$ cat src/rtl/motor_cmd_spi_rx_if.sv
// Purpose : bundles the SPI slave inputs and motor command outputs of motor_cmd_spi_rx.
// Latency : n/a (signal bundle only).
// Backpressure: none; SPI is push-only and the motor outputs are levels/pulses.
// Ports   : sclk/cs_n/mosi from the MCU; motor1/2 sign+period, cmd_valid, frame_err, timeout to the motor stage.
interface motor_cmd_spi_rx_if;
   logic       sclk;
   logic       cs_n;
   logic       mosi;
   logic       motor1_sign;
   logic [6:0] motor1_period;
   logic       motor2_sign;
   logic [6:0] motor2_period;
   logic       cmd_valid;
   logic       frame_err;
   logic       timeout;

   // MCU side drives SPI and observes the command outputs.
   modport master (
      output sclk, cs_n, mosi,
      input  motor1_sign, motor1_period, motor2_sign, motor2_period,
      input  cmd_valid, frame_err, timeout
   );

   // Receiver side.
   modport slave (
      input  sclk, cs_n, mosi,
      output motor1_sign, motor1_period, motor2_sign, motor2_period,
      output cmd_valid, frame_err, timeout
   );
endinterface

$ cat src/rtl/motor_cmd_spi_rx.sv
// Purpose : SPI mode-0 slave receiving 16-bit motor commands, with a stop-on-silence watchdog.
// Latency : 3 clk edges from raw cs_n rise to loaded outputs / cmd_valid pulse.
// Backpressure: none; every good frame loads immediately, bad frames pulse frame_err.
// Ports   : i_clk, i_reset (sync, active high); io_cmd (slave modport) carries SPI in and motor outputs.
module motor_cmd_spi_rx #(
   parameter int TIMEOUT_CYCLES = 4800000
) (
   input  logic               i_clk,
   input  logic               i_reset,
   motor_cmd_spi_rx_if.slave  io_cmd
);

   typedef enum logic {ST_IDLE, ST_RECV} state_t;

   localparam logic [23:0] WD_LAST = 24'(TIMEOUT_CYCLES - 1);

   state_t      r_state, w_state_nxt;

   // Synchronizers plus one extra stage on sclk/cs_n for edge detection.
   logic        r_sclk_s1, r_sclk_s2, r_sclk_d;
   logic        r_cs_s1, r_cs_s2, r_cs_d;
   logic        r_mosi_s1, r_mosi_s2;

   // r_live marks that r_cs_s1 holds a real sample rather than its reset value;
   // r_armed then requires a genuine high cs_n before any fall is accepted, so a
   // cs_n held low across reset cannot start a frame.
   logic        r_live, r_armed;

   logic [4:0]  r_bit_cnt, w_bit_cnt_nxt;
   logic [15:0] r_shift, w_shift_nxt;
   logic [23:0] r_wd, w_wd_nxt;
   logic        r_m1_sign, w_m1_sign_nxt;
   logic [6:0]  r_m1_per, w_m1_per_nxt;
   logic        r_m2_sign, w_m2_sign_nxt;
   logic [6:0]  r_m2_per, w_m2_per_nxt;
   logic        r_cmd_valid, w_cmd_valid_nxt;
   logic        r_frame_err, w_frame_err_nxt;
   logic        r_timeout, w_timeout_nxt;

   logic        w_sclk_rise, w_cs_fall, w_cs_rise;

   assign w_sclk_rise = r_sclk_s2 & ~r_sclk_d;
   assign w_cs_fall   = ~r_cs_s2 & r_cs_d;
   assign w_cs_rise   = r_cs_s2 & ~r_cs_d;

   always_ff @(posedge i_clk) begin
      if (i_reset) begin
         r_sclk_s1 <= 1'b0;
         r_sclk_s2 <= 1'b0;
         r_sclk_d  <= 1'b0;
         r_cs_s1   <= 1'b1;
         r_cs_s2   <= 1'b1;
         r_cs_d    <= 1'b1;
         r_mosi_s1 <= 1'b0;
         r_mosi_s2 <= 1'b0;
         r_live    <= 1'b0;
         r_armed   <= 1'b0;
      end else begin
         r_sclk_s1 <= io_cmd.sclk;
         r_sclk_s2 <= r_sclk_s1;
         r_sclk_d  <= r_sclk_s2;
         r_cs_s1   <= io_cmd.cs_n;
         r_cs_s2   <= r_cs_s1;
         r_cs_d    <= r_cs_s2;
         r_mosi_s1 <= io_cmd.mosi;
         r_mosi_s2 <= r_mosi_s1;
         r_live    <= 1'b1;
         r_armed   <= r_armed | (r_live & r_cs_s1);
      end
   end

   always_ff @(posedge i_clk) begin
      if (i_reset) begin
         r_state     <= ST_IDLE;
         r_bit_cnt   <= 5'd0;
         r_shift     <= 16'd0;
         r_wd        <= 24'd0;
         r_m1_sign   <= 1'b0;
         r_m1_per    <= 7'd0;
         r_m2_sign   <= 1'b0;
         r_m2_per    <= 7'd0;
         r_cmd_valid <= 1'b0;
         r_frame_err <= 1'b0;
         r_timeout   <= 1'b0;
      end else begin
         r_state     <= w_state_nxt;
         r_bit_cnt   <= w_bit_cnt_nxt;
         r_shift     <= w_shift_nxt;
         r_wd        <= w_wd_nxt;
         r_m1_sign   <= w_m1_sign_nxt;
         r_m1_per    <= w_m1_per_nxt;
         r_m2_sign   <= w_m2_sign_nxt;
         r_m2_per    <= w_m2_per_nxt;
         r_cmd_valid <= w_cmd_valid_nxt;
         r_frame_err <= w_frame_err_nxt;
         r_timeout   <= w_timeout_nxt;
      end
   end

   always_comb begin
      w_state_nxt     = r_state;
      w_bit_cnt_nxt   = r_bit_cnt;
      w_shift_nxt     = r_shift;
      w_wd_nxt        = r_wd;
      w_m1_sign_nxt   = r_m1_sign;
      w_m1_per_nxt    = r_m1_per;
      w_m2_sign_nxt   = r_m2_sign;
      w_m2_per_nxt    = r_m2_per;
      w_cmd_valid_nxt = 1'b0;
      w_frame_err_nxt = 1'b0;
      w_timeout_nxt   = r_timeout;

      // Watchdog: counts until expiry, then holds with the motors stopped.
      if (!r_timeout) begin
         if (r_wd == WD_LAST) begin
            w_timeout_nxt = 1'b1;
            w_m1_sign_nxt = 1'b0;
            w_m1_per_nxt  = 7'd0;
            w_m2_sign_nxt = 1'b0;
            w_m2_per_nxt  = 7'd0;
         end else begin
            w_wd_nxt = r_wd + 24'd1;
         end
      end

      case (r_state)
         ST_IDLE: begin
            if (w_cs_fall && r_armed) begin
               w_state_nxt   = ST_RECV;
               w_bit_cnt_nxt = 5'd0;
               w_shift_nxt   = 16'd0;
            end
         end
         ST_RECV: begin
            // cs_n rise wins over a coincident sclk edge.
            if (w_cs_rise) begin
               w_state_nxt = ST_IDLE;
               if (r_bit_cnt == 5'd16) begin
                  // Good frame overrides a coincident watchdog expiry.
                  w_m1_sign_nxt   = r_shift[15];
                  w_m1_per_nxt    = r_shift[14:8];
                  w_m2_sign_nxt   = r_shift[7];
                  w_m2_per_nxt    = r_shift[6:0];
                  w_cmd_valid_nxt = 1'b1;
                  w_timeout_nxt   = 1'b0;
                  w_wd_nxt        = 24'd0;
               end else begin
                  w_frame_err_nxt = 1'b1;
               end
            end else if (w_sclk_rise) begin
               w_shift_nxt   = {r_shift[14:0], r_mosi_s2};
               w_bit_cnt_nxt = (r_bit_cnt == 5'd17) ? 5'd17 : r_bit_cnt + 5'd1;
            end
         end
         default: w_state_nxt = ST_IDLE;
      endcase
   end

   assign io_cmd.motor1_sign   = r_m1_sign;
   assign io_cmd.motor1_period = r_m1_per;
   assign io_cmd.motor2_sign   = r_m2_sign;
   assign io_cmd.motor2_period = r_m2_per;
   assign io_cmd.cmd_valid     = r_cmd_valid;
   assign io_cmd.frame_err     = r_frame_err;
   assign io_cmd.timeout       = r_timeout;

endmodule

$ cat src/flat_wrapper.sv
// flat-port wrapper written by rule: the top's interface ports become plain ports
module motor_cmd_spi_rx_flat 
#(
   parameter int TIMEOUT_CYCLES = 4800000
)
  (i_clk, i_reset, io_cmd_sclk, io_cmd_cs_n, io_cmd_mosi, io_cmd_motor1_sign, io_cmd_motor1_period, io_cmd_motor2_sign, io_cmd_motor2_period, io_cmd_cmd_valid, io_cmd_frame_err, io_cmd_timeout);
  motor_cmd_spi_rx_if io_cmd_i ();
  input  logic i_clk;
  input  logic i_reset;
  input wire logic [$bits(io_cmd_i.sclk)-1:0] io_cmd_sclk;
  input wire logic [$bits(io_cmd_i.cs_n)-1:0] io_cmd_cs_n;
  input wire logic [$bits(io_cmd_i.mosi)-1:0] io_cmd_mosi;
  output wire logic [$bits(io_cmd_i.motor1_sign)-1:0] io_cmd_motor1_sign;
  output wire logic [$bits(io_cmd_i.motor1_period)-1:0] io_cmd_motor1_period;
  output wire logic [$bits(io_cmd_i.motor2_sign)-1:0] io_cmd_motor2_sign;
  output wire logic [$bits(io_cmd_i.motor2_period)-1:0] io_cmd_motor2_period;
  output wire logic [$bits(io_cmd_i.cmd_valid)-1:0] io_cmd_cmd_valid;
  output wire logic [$bits(io_cmd_i.frame_err)-1:0] io_cmd_frame_err;
  output wire logic [$bits(io_cmd_i.timeout)-1:0] io_cmd_timeout;
  assign io_cmd_i.sclk = io_cmd_sclk;
  assign io_cmd_i.cs_n = io_cmd_cs_n;
  assign io_cmd_i.mosi = io_cmd_mosi;
  assign io_cmd_motor1_sign = io_cmd_i.motor1_sign;
  assign io_cmd_motor1_period = io_cmd_i.motor1_period;
  assign io_cmd_motor2_sign = io_cmd_i.motor2_sign;
  assign io_cmd_motor2_period = io_cmd_i.motor2_period;
  assign io_cmd_cmd_valid = io_cmd_i.cmd_valid;
  assign io_cmd_frame_err = io_cmd_i.frame_err;
  assign io_cmd_timeout = io_cmd_i.timeout;
  motor_cmd_spi_rx #(.TIMEOUT_CYCLES(TIMEOUT_CYCLES)) u_core (.i_clk(i_clk), .i_reset(i_reset), .io_cmd(io_cmd_i));
endmodule
$ cat config.mk
export PLATFORM = sky130hd
export DESIGN_NAME = motor_cmd_spi_rx_flat
export DESIGN_NICKNAME = d
export VERILOG_FILES = /design/src/rtl/motor_cmd_spi_rx_if.sv /design/src/rtl/motor_cmd_spi_rx.sv /design/src/flat_wrapper.sv
export SDC_FILE = /design/constraint.sdc
export NUM_CORES = 1
export LEC_CHECK = 0
export ABC_AREA = 1
export ABC_CLOCK_PERIOD_IN_PS = 3600
export CAP_MARGIN = 20
export CORE_AREA = 2 2 113 115
export CTS_CLUSTER_SIZE = 10
export DETAILED_ROUTE_END_ITERATION = 10
export DIE_AREA = 0 0 115 117
export GPL_TIMING_DRIVEN = 0
export SLEW_MARGIN = 20
export SYNTH_ARGS = -nofsm -noshare
export SYNTH_HDL_FRONTEND = slang
export SYNTH_SLANG_ARGS = --single-unit
$ cat constraint.sdc
create_clock -name i_clk -period 3.6 [get_ports i_clk]
set_clock_uncertainty 0.1 [all_clocks]
set_input_delay 1.08 -clock i_clk [delete_from_list [all_inputs] [get_ports i_clk]]
set_output_delay 1.08 -clock i_clk [all_outputs]
set_load 0.005 [all_outputs]
# ---- Word-level counts from Yosys, hierarchy flattened
# Cells that the tools add are included.
dict set report totals {
  word_cells 87
  regBits 75
}
dict set report op_classes {
  n_eq_ne 6
  n_addsub 2
  reduce_logical 3
  bitwise 10
  n_mux 45
}
# op n
set ops {}
lappend ops {{$mux 24} 5}
lappend ops {{$mux 7} 10}
lappend ops {{$mux 16} 3}
lappend ops {{$pmux 16 s2} 1}
lappend ops {{$add 24x1->24 const B} 1}
lappend ops {{$eq 24x23->1 const B} 1}
lappend ops {{$mux 1} 20}
lappend ops {{$mux 5} 4}
lappend ops {{$eq 5x5->1 const B} 2}
lappend ops {{$pmux 5 s2} 1}
lappend ops {{$add 5x1->5 const B} 1}
lappend ops {{$not 1->1} 5}
lappend ops {{$and 1x1->1} 4}
lappend ops {{$ne 2x2->1 const B} 2}
lappend ops {{$reduce_and 3->1} 1}
lappend ops {{$reduce_or 3->1} 1}
lappend ops {{$ne 2x1->1 const B} 1}
lappend ops {{$pmux 1 s2} 1}
lappend ops {{$logic_and 1x1->1} 1}
lappend ops {{$or 1x1->1} 1}

# ---- Logic depth before layout (Yosys ltp)
dict set report depth {
  word_depth 6
  mapped_depth 10
  mapped_depth_nobuf 10
}

# ---- Least setup slack after synthesis
# No wires, ideal clock.
dict set report synth_timing {
  path_type {input to register}
  startpoint {input i_reset}
  endpoint {register u_core.r_m1_per[6], in the netlist u_core.io_cmd.motor1_period[6]}
  setup_slack_ps 1752
  cell_stages 6
  path_buffers 1
  t_arrival_ps 1627
  required_ps 3379
  cell_sequence {inv_1 > nand2_1 > clkinv_1 > buf_2 > nand2_1 > o21ai_0}
}
# element line_no
set synth_lines {}
lappend synth_lines {{start, declared} flat_wrapper.sv:9} ;# input logic i_reset;
lappend synth_lines {{end signal, assigned} motor_cmd_spi_rx.sv:91} ;# r_m1_per <= w_m1_per_nxt;
lappend synth_lines {{end, declared} motor_cmd_spi_rx.sv:33} ;# logic [6:0] r_m1_per, w_m1_per_nxt;

# ---- Worst setup path after layout
dict set report layout_timing {
  startpoint {register u_core.r_m2_per[6], in the netlist u_core.io_cmd.motor2_period[6]}
  endpoint {output io_cmd_motor2_period[6]}
}
# element line_no
set layout_lines {}
lappend layout_lines {{start, declared} motor_cmd_spi_rx.sv:35} ;# logic [6:0] r_m2_per, w_m2_per_nxt;
lappend layout_lines {{start signal, assigned} motor_cmd_spi_rx.sv:93} ;# r_m2_per <= w_m2_per_nxt;
lappend layout_lines {{end, declared} flat_wrapper.sv:16} ;# output wire logic [$bits(io_cmd_i.motor2_period)-1:0] io_cmd_motor2_period;
# No word-level cell between the ends.

==> results.md <==
* Total global-route track usage at 12.3%
* Filler instances at between 1,000 and 1,500
* DIE HEIGHT at 117 um
* CTS root buf: clkbuf_16
* Final worst slack at about 1.2 ns
* Die area at ~0.013 sq mm
* Antenna Cells at 0
* Register area share after synthesis at ~45%
* Hold WC Path Type: register to register
* Top cells by count, synth: nand2_1, dfxtp_1, nor2_1
* Minimum clock period at approximately 2.4 ns
* Final nets at 506
* Initial antenna violation count at 0
* FP Rows at 41
* Total power at ~1.8 mW
* Max H-tree Level at 3
* Register area at 0.00150 sq mm
* CP max FO at 2
* Worst EP required at about 2.4 ns
* Synth unique cells at 31
* WS Path Type: register to output pin
* Synth area leader: dfxtp_1
* Mapped Nets at 472
* Total power per unit cell area at ~440 mW/mm^2
* Cell chain of the critical path: clkdlybuf4s50_1
* Gpl congestion at around 0.88
* Rel. slew slack at 66.4%
* Max-cap violations at 0
* Synth top area share at around 45%
* Post-CTS setup buffer count at 0
* Setup TNS at 0 ns
* Static Leak at about 1.5 nW
* Outcome: completed
* CTS clk-pin slew, worst paths at roughly 0.060 ns
* Dpl ws at roughly 0.89 ns
* Type of origin of the critical path: register
* Clk sinks at 75
* Slowest stage delay, CP at 0.53 ns
* Total placed cells including tap cells at 636
* Cts-stage hold buffer count at 0
* Area taken by multi-input logic gates at about 0.0016 sq mm
* Kind of cell adding the most delay to the critical path: buffers and inverters
* Flops & latches, synth at 75
* Max VDD drop at around 0.21 mV
* Syn_area_per_cell at around 7.3 sq um
* RSZ-0062 raised after global routing: no
* Total core area at roughly 0.012 sq mm
* Hold slack at approximately 0.30 ns
* Area growth from synthesis to layout at 21.7%
* GRT overflow at 0
* Iter 0 DRT Violations at 148
* Vias per cell at 4.63
* Number of buffers created by CTS at 9
* Master of the slowest instance on the critical path: clkdlybuf4s50_1
* WP buf/inv at 1
* I/O pins at 24
* Clock Latency Late Sink at around 0.33 ns
* Final period util at roughly two thirds
* First-pass DRT Iterations at 4
* Initial Utilization at 27.3%
* PortBufs at 23
* Largest net degree at the start of global routing at 15
* Post-CTS sizing at 0
* Post-synth EDFFs at 0
* Wire length per cell at between 10 and 15 um
* Routed WL at 7640 um
* Slew Viols, Final at 0
* Vias in the first global route at 2,873
* Final setup vio count at 0
* Mapped cell area at approximately 0.0034 sq mm
* First-pass GRT wire length at around 13,000 um
* Drc violations at 0
* Ys async rst share at 0%
* Hpwl dp at about 5600 um
* Count leader, synth: nand2_1
* ANT nets after route at 0
* Slew @ Worst Pin at around 0.50 ns
* Post-Layout Cell Count at roughly 650
* Vias after detailed routing at around 3,000
* Ys flop type: dfxtp_1
* Synth top area cells: dfxtp_1, nand2_1, nor2_1, inv_1, a21oi_1
* Maximum buffer depth of the clock tree at 2
* YS warnings at 0
* Synthesized instance count at between 400 and 500
* Crit path arrival time at 1.24 ns
* Layout cells sized above 1 at about an eighth
* Element type at the critical path end: output pin
* Final Hold Fails at 0
* Fmax achieved at 0.414 GHz
* Die Width at between 100 and 150 um
* CTS tree: built
[registers in the layout, indices dropped and copies added (netlist names), 5 cells and up]
signal / count
u_core.r_wd: 24
u_core.r_shift: 16
u_core.io_cmd.motor1_period: 7
u_core.io_cmd.motor2_period: 7
u_core.r_bit_cnt: 5
[metrics by stage]
stage | util (%) | area [sq um]
global route | 33.3 | 4100
global placement | 30.7 | 3780
finish | 33.3 | 4100
floorplan | - | 3370
CTS | 33.3 | 4100
detailed placement | 30.7 | 3780
[logic make-up after synthesis]
| logic type | Yosys count | synth area share (%) |
|---|---|---|
| fa+ha+maj | 4 | 1.49 |
| compound gates | 62 | 9.92 |
| flops | 75 | 44.6 |
| buf+inv | 62 | 7.88 |
| xor+xnor | 7 | 1.82 |
| simple gates | 253 | 34.3 |
[routing by layer]
layer  wire length [um]  GRT usage, %
met1               3310          13.9
met5                  0             0
met2               3880          22.1
met4                189          4.82
met3                265          3.30
[path summary, 6_finish.rpt]
| check | start | cells past startpoint | slack (ns) | end |
|---|---|---|---|---|
| worst min-delay path | u_core.r_mosi_s1 | 2 | 0.30 | u_core.r_mosi_s2 |
| worst max-delay path | u_core.io_cmd.motor2_period[6] | 1 | 1.18 | io_cmd_motor2_period[6] |
| worst min register to register | u_core.r_mosi_s1 | 2 | 0.30 | u_core.r_mosi_s2 |
| worst max register to register | u_core.r_wd[0] | 8 | 1.76 | u_core.r_wd[1] |
[where the power goes]
group          leakage (nW)  switching, mW  total [mW]  internal [mW]
combinational         0.724         0.0285      0.0442         0.0157
clock                 0.149          0.357       0.919          0.561
sequential            0.607        0.00531       0.844          0.838
[layout by cell type (no fill, tap or decap), types with 4 or more instances in the layout]
cell type	count
inv_2	4
nor2_1	55
buf_4	5
o21ai_0	24
clkbuf_16	9
clkdlybuf4s50_1	23
nand4_1	13
clkbuf_1	5
buf_2	5
ha_1	4
nand3_1	24
nand3_2	5
nor2_4	7
xnor2_1	4
or2_2	5
a21oi_1	30
nor3_1	5
dfxtp_1	75
inv_1	41
nand2_1	130
[area by class of cell]
type | count | share of cell area [%]
flip-flops and latches | 75 | 36.7
repair buffers | 23 | 5.62
well taps | 150 | 4.58
multi-input cells | 326 | 39.1
plain buffers | 16 | 2.26
clock buffers | 10 | 5.83
inverters | 46 | 4.22
clock inverters | 6 | 1.77
(Power assumes the default switching activity.)
